$ cat src/rtl/sysref_edge_monitor.sv
// SYSREF rising-edge monitor: aligned strobe, period measurement, lock tracking,
// and sticky period-error / loss-of-SYSREF status, all in the pl_clk domain.
module sysref_edge_monitor #(
  parameter int unsigned PERIOD_W   = 16,
  parameter int unsigned LOCK_COUNT = 4,
  parameter int unsigned TOL        = 1
) (
  input  logic                pl_clk,
  input  logic                reset_n,
  input  logic                sysref_in,
  input  logic                enable,
  input  logic                clear,
  output logic                sysref_pulse,
  output logic                locked,
  output logic [PERIOD_W-1:0] period,
  output logic                period_err,
  output logic                lost,
  output logic [15:0]         edge_count
);

  localparam int unsigned MATCH_W = $clog2(LOCK_COUNT + 1);
  localparam int unsigned EC_W    = 16;

  typedef enum logic [1:0] {
    IDLE,
    WAIT_FIRST,
    MEASURE,
    LOCKED
  } state_t;

  state_t               state, state_nx;
  logic                 sysref_d;
  logic [PERIOD_W-1:0]  cnt;
  logic [PERIOD_W-1:0]  ref_period, ref_period_nx;
  logic [MATCH_W-1:0]   match_cnt, match_cnt_nx;
  logic [MATCH_W-1:0]   match_inc_c;
  logic [PERIOD_W-1:0]  period_nx;
  logic                 period_err_nx, lost_nx, locked_nx;
  logic                 edge_c, accept_c, cnt_sat_c, timeout_c;
  logic                 ref_ok_c, period_ok_c;

  // Absolute difference without sign wrap: larger minus smaller.
  function automatic logic [PERIOD_W-1:0] abs_diff(input logic [PERIOD_W-1:0] a,
                                                   input logic [PERIOD_W-1:0] b);
    return (a > b) ? (a - b) : (b - a);
  endfunction

  assign edge_c      = sysref_in & ~sysref_d & enable;
  assign accept_c    = edge_c & ~clear & (state != IDLE);
  assign cnt_sat_c   = &cnt;
  assign timeout_c   = ({1'b0, cnt} == {period, 1'b0});
  assign match_inc_c = match_cnt + MATCH_W'(1);
  assign ref_ok_c    = ~cnt_sat_c & (abs_diff(cnt, ref_period) <= PERIOD_W'(TOL));
  assign period_ok_c = ~cnt_sat_c & (abs_diff(cnt, period) <= PERIOD_W'(TOL));

  // State register
  always_ff @(posedge pl_clk or negedge reset_n) begin
    if (!reset_n) state <= IDLE;
    else          state <= state_nx;
  end

  // Next-state and status decisions; enable outranks clear, clear outranks edges
  always_comb begin
    state_nx      = state;
    ref_period_nx = ref_period;
    match_cnt_nx  = match_cnt;
    period_nx     = period;
    period_err_nx = period_err;
    lost_nx       = lost;

    if (clear) begin
      match_cnt_nx  = '0;
      period_err_nx = 1'b0;
      lost_nx       = 1'b0;
    end

    if (!enable) begin
      state_nx = IDLE;
    end else if (clear) begin
      state_nx = WAIT_FIRST;
    end else begin
      unique case (state)
        IDLE: state_nx = WAIT_FIRST;
        WAIT_FIRST: begin
          if (edge_c) begin
            state_nx     = MEASURE;
            match_cnt_nx = '0;
          end
        end
        MEASURE: begin
          if (edge_c) begin
            if (match_cnt == '0) begin
              ref_period_nx = cnt;
              match_cnt_nx  = MATCH_W'(1);
            end else if (ref_ok_c) begin
              match_cnt_nx = match_inc_c;
              if (match_inc_c == MATCH_W'(LOCK_COUNT)) begin
                state_nx  = LOCKED;
                period_nx = ref_period;
              end
            end else begin
              ref_period_nx = cnt;
              match_cnt_nx  = MATCH_W'(1);
            end
          end
        end
        LOCKED: begin
          if (edge_c) begin
            if (!period_ok_c) begin
              period_err_nx = 1'b1;
              state_nx      = MEASURE;
              ref_period_nx = cnt;
              match_cnt_nx  = MATCH_W'(1);
            end
          end else if (timeout_c) begin
            lost_nx  = 1'b1;
            state_nx = WAIT_FIRST;
          end
        end
        default: state_nx = IDLE;
      endcase
    end

    locked_nx = (state_nx == LOCKED);
  end

  // Datapath and registered outputs
  always_ff @(posedge pl_clk or negedge reset_n) begin
    if (!reset_n) begin
      sysref_d     <= 1'b0;
      cnt          <= '0;
      ref_period   <= '0;
      match_cnt    <= '0;
      sysref_pulse <= 1'b0;
      locked       <= 1'b0;
      period       <= '0;
      period_err   <= 1'b0;
      lost         <= 1'b0;
      edge_count   <= '0;
    end else begin
      sysref_d     <= sysref_in;
      ref_period   <= ref_period_nx;
      match_cnt    <= match_cnt_nx;
      sysref_pulse <= accept_c;
      locked       <= locked_nx;
      period       <= period_nx;
      period_err   <= period_err_nx;
      lost         <= lost_nx;
      if (edge_c)         cnt <= PERIOD_W'(1);
      else if (!cnt_sat_c) cnt <= cnt + PERIOD_W'(1);
      if (clear)         edge_count <= '0;
      else if (accept_c) edge_count <= edge_count + EC_W'(1);
    end
  end

endmodule

$ cat config.mk
export PLATFORM = sky130hd
export DESIGN_NAME = sysref_edge_monitor
export DESIGN_NICKNAME = d
export VERILOG_FILES = /design/src/rtl/sysref_edge_monitor.sv
export SDC_FILE = /design/constraint.sdc
export NUM_CORES = 1
export LEC_CHECK = 0
export CAP_MARGIN = 10
export CORE_MARGIN = 1
export CORE_UTILIZATION = 37
export CTS_BUF_LIST = sky130_fd_sc_hd__clkbuf_4
export DETAILED_ROUTE_END_ITERATION = 16
export HOLD_SLACK_MARGIN = 0.03
export PLACE_DENSITY = 0.65
export SLEW_MARGIN = 20
export SYNTH_ARGS = -nofsm -noshare
export SYNTH_HDL_FRONTEND = slang
export SYNTH_SLANG_ARGS = --single-unit
$ cat constraint.sdc
create_clock -name pl_clk -period 4 [get_ports pl_clk]
set_input_delay 0.4 -clock pl_clk [delete_from_list [all_inputs] [get_ports pl_clk]]
set_output_delay 0.4 -clock pl_clk [all_outputs]
set_load 0.05 [all_outputs]
# Word-level counts from Yosys, hierarchy flattened
# Index checks and enable logic that the tools add are counted.
# classes
add_sub_neg,7
reduce_logical,8
n_eq_ne,11
magnitude_cmp,4
n_mux,45
bitwise_logic,10
# op_table
op,count
$mux 16,11
$sub 16x16->16,4
$add 16x1->16 const B,2
$gt 16x16->1,2
$le 16x1->1 const B,2
$pmux 16 s2,1
$mux 3,9
$mux 2,10
$eq 16x17->1,1
$reduce_and 16->1,1
$reduce_and 7->1,2
$mux 1,12
$pmux 3 s3,1
$ne 2x2->1 const B,4
$pmux 2 s4,1
$and 1x1->1,6
$eq 2x2->1 const B,3
$reduce_bool 2->1,3
$not 1->1,4
$add 3x1->3 const B,1
$eq 3x3->1 const B,1
$logic_not 3->1,1
$ne 3x3->1 const B,1
$eq 2x1->1 const B,1
$logic_not 2->1,1
# totals
word_cells,96
out_inout_bits,36
input_bits,5
regBits,74

# Logic depth before layout (Yosys ltp)
# depth
word_depth,11
mapped_depth,17
ltp_nobuf,15

# Least setup slack after synthesis
# Ideal clock, no wire load.
# synth_path
path_kind,register to register
from,register period[11]
to,register ref_period[15]
stages_incl_launch_ff,15
synth_period_minus_slack_ns,3.824
slack_ns,0.176
arrival_time_ns,3.697
cell_sequence,dfrtp_1 -> inv_1 -> ha_1 -> buf_2 -> nand2_1 -> o21a_1 -> o21a_1 -> a21oi_4 -> mux2_1 -> a221oi_2 -> xnor2_1 -> nor3_2 -> a41o_1 -> nor3_4 -> mux2_1
# synth_via
elab_chain_cells,6
elab_cells_between_ends,8
# synth_lines
item,line,source
"start, declared",15,"output logic [PERIOD_W-1:0] period,"
"start signal, assigned",146,period <= period_nx;
$sub 16x16->16 or $gt 16x16->1 (tied branches),45,return (a > b) ? (a - b) : (b - a);
$mux 16 (*),45,
$le 16x1->1 (*),54,"assign period_ok_c = ~cnt_sat_c & (abs_diff(cnt, period) <= PERIOD_W'(TOL));"
$and 1x1->1 (*),54,
$ne 2x2->1 (no line) (*),--,
$reduce_and 7->1 (no line) (*),--,
"end signal, assigned",142,ref_period <= ref_period_nx;
"end, declared",34,"logic [PERIOD_W-1:0] ref_period, ref_period_nx;"
# Every way passes the cells marked *; elsewhere a longest branch is shown, timed or not.
# A chain may end at the register's enable or synchronous reset.

# Worst setup path in the final report
# layout_path
from,register period[11]
to,register ref_period[8]
# The elaborated chain is that of the path after synthesis.

==> flow_summary.yaml <==
drt:
  vias_per_cell: 5.53
  ant_nets: 0
  firstDrtPassIters: 13
  drc: 1
  wl_per_cell_um: 17.8
  vias: 6172
  wirelength_mm: 19.8
  drt_iter0_drc: 442
critical_path:
  critPathLaunch: "period[11]"
  start_kind: "register"
  cp.arrival_ns: 4.30
  criticalPathCategory: "reg -> reg"
  crit_required_ns: 4.36
  timing.rr.start: "period[11]"
  end_kind: "register"
  crit_fanout: 9
pwr:
  finalPower_mw: 2.45
  power.density_mw_per_mm2: 296
  leakage_nw: 3.69
  internal_power_mw: 1.44
  p_sw_mw: 1.01
  swShare_pct: 41.1
  peakVddDrop_uv: 165
  pwr-share-seq_pct: 33.2
  clkPwrFrac_pct: 21.5
  combPwrFrac_pct: 45.2
sta:
  worst_slew_pin_slew_ns: 0.950
  fin_skew_ns: 0.0162
  fin_crit_ns: 3.94
  final_hold_viol_count: 0
  whs_ns: 0.0766
  setup_violations: 0
  rsz0062_at_grt: "true"
  finalCritPeriodShare_pct: 98.5
  slew_headroom_pct: 36.7
  fin_setup_tns_ns: 0
  maxSlewViolCount: 0
  fmax_mhz: 254
die:
  die-width_um: 139
  coreArea_mm2: 0.0181
  rows: 49
  die_area_mm2: 0.0193
  io_pins: 41
  die_height_um: 139
  start_util_pct: 38.2
global_route:
  grt_pass1_wl_mm: 31.6
  grt_max_degree: 75
  met3_usage_pct: 1.48
  use_met1_pct: 28.8
  grt.met2_usage_pct: 34.1
  grt_busiest_layer: "met2"
  antenna_found_initial: 1
  gr-total-overflow: 0
  grt_use_total_pct: 20.4
  grt_pass1_vias: 5936
layout:
  nets: 958
  syn_to_final_growth_pct: 19.9
  nFillCells: 1765
  drive_above_1_share_pct: 14.9
cts:
  cts.sinks: 74
  numCtsBuffers: 9
  clk_path_buf_depth: 2
  cts_hold_buf: 0
  clk_pin_slew_ns: 0.15
  cts-root-buf: "clkbuf_4"
  cts_tree: "yes"
  htree_levels: 3
  clock_latency_ns: 0.45
synth:
  synth_edf_count: 0
  synth_area_mm2: 0.00693
  syn_area_per_cell_um2: 8.68
  syn_nets: 874
  synth.ff_latch_count: 74
  ys.flop_type: "dfrtp_1"
  yosysWarningCount: 0
  ys_seq_area_share_pct: 26.7
  postSynth.asyncResetShare_pct: 100
  synth_cells: 798
  synth.distinct_cells: 85
status:
  violations: "DRC"
  status: "finished, violations left"
placement:
  hpwlAfterDp_mm: 15.2
  gp_congestion: 0.911
  io_buffers: 40
flow_run:
  drv_cap: 0
hold_path:
  worstHoldPathType: "in -> async"
-- cell usage after synthesis, types with 4 or more instances --
master     n  area (µm²)
nor3_1    20         100
buf_6      5        56.3
nand2_1   55         206
nand4_1   14        87.6
nand3b_1   5        37.5
or3_1      5        31.3
clkbuf_1  10        37.5
dfrtp_1   74        1850
nor2b_1   10        62.6
and4_1     6        52.6
a31oi_1   14        87.6
o32ai_1    4        35.0
nor4_1     5        31.3
mux2i_1   43         430
nand2b_1   4        25.0
fa_1       4        80.1
nand3_1   18        90.1
o211ai_1   8        60.1
and2_1     9        56.3
a21o_1     9        67.6
and3_1     8        50.1
o21a_1    15         113
nor2_1    66         248
o21ai_0   33         165
inv_1     69         259
xnor2_1   38         333
o21bai_1   4        30.0
ha_1      67         838
a211oi_1   8        60.1
buf_2     16        80.1
a311oi_1   4        35.0
a21oi_1   51         255
xor2_1    27         236
-- worst paths after layout --
kind	to	slack, ns	cells after the start
min	sysref_d	0.08	1
max reg2reg	ref_period[8]	0.06	17
max in group asynchronous	cnt[11]	3.28	1
min in group pl_clk	sysref_d	0.40	1
min reg2reg	ref_period[15]	0.51	1
max	ref_period[8]	0.06	17
-- what timing repair did --
action,4_1_cts,5_1_grt
endpoints found under the setup margin,11,38
pin swaps,1,22
buffers inserted,1,10
cloned,0,2
resized for setup,0,40
-- registers in the layout, indices dropped and copies added (netlist names) --
signal / flops
lost: 1
sysref_pulse: 1
sysref_d: 1
locked: 1
period_err: 1
cnt: 16
state: 2
edge_count: 16
match_cnt: 3
ref_period: 16
period: 16
-- critical path, stage by stage (launching register included) --
cell     delay (ns)
dfrtp_1        0.44
inv_1          0.10
ha_1           0.46
nand2_1        0.20
o21a_1         0.25
o21a_1         0.29
a21oi_4        0.18
buf_12         0.15
buf_6          0.10
mux2i_1        0.24
xor2_1         0.20
nor2_1         0.07
and4_4         0.21
a41o_1         0.28
nor3_4         0.20
buf_12         0.14
buf_12         0.13
mux2i_2        0.21
-- power by group through the flow --
stage | registers, mW | clock network, mW | logic [mW]
floorplan | 0.845 | 0 | 0.688
global placement | 0.829 | 0 | 1.06
detailed placement | 0.830 | 0 | 1.05
CTS | 0.815 | 0.535 | 1.06
global route | 0.822 | 0.567 | 1.22
finish | 0.816 | 0.529 | 1.11
-- metrics by stage --
stage | util (%) | instances | area, µm² | worst slack, ns
detailed placement | 43.2 | 1088 | 7840 | 0.0113
CTS | 44.1 | 1105 | 8000 | 0.0188
finish | 45.8 | 1117 | 8300 | 0.0580
floorplan | - | 798 | 6930 | 0.176
global placement | 43.2 | 1088 | 7840 | 0.0804
global route | 45.8 | 1117 | 8300 | -0.106
-- cell type report --
type                            instances  area [µm²]  share of cell area, %
Timing Repair Buffer                  104         948                   11.4
Clock inverter                          7        83.8                   1.01
Multi-Input combinational cell        624        4800                   57.8
Sequential cell                        74        1850                   22.3
Clock buffer                            9        67.6                  0.814
Tap cell                              229         287                   3.45
Antenna cell                            1        2.50                 0.0301
Inverter                               69         259                   3.12
-- cells by family after synthesis --
family / after synthesis / share of synthesized area (%)
flops: 74 / 26.7
buf+inv: 101 / 6.36
mux: 46 / 6.70
xor+xnor: 65 / 8.22
fa+ha+maj: 71 / 13.3
compound gates: 196 / 19.7
simple gates: 245 / 19.0
-- per-layer routing --
metal	up-vias	share of wire, %
met5	-	0
met4	0	1.1
met3	19	3.0
met2	138	47
met1	2989	48
li1	3026	-
-- cells in the final DEF, fill, tap and decap left out, types with 5 or more instances in the layout --
cell,instances
and2_1,9
nand3b_1,5
xnor2_1,38
a211oi_1,7
clkdlybuf4s50_1,39
inv_1,67
buf_4,57
clkbuf_4,9
dfrtp_1,73
a21oi_1,48
mux2i_1,40
nor4_1,5
nand4_1,14
nand2_1,55
or3_1,5
a21o_1,9
and3_1,8
a31oi_1,14
o21ai_0,33
nor3_1,17
nand3_1,17
nor2_1,65
ha_1,63
and4_1,5
o211ai_1,8
o21a_1,15
nor2b_1,10
xor2_1,27
(Power assumes the default switching activity.)
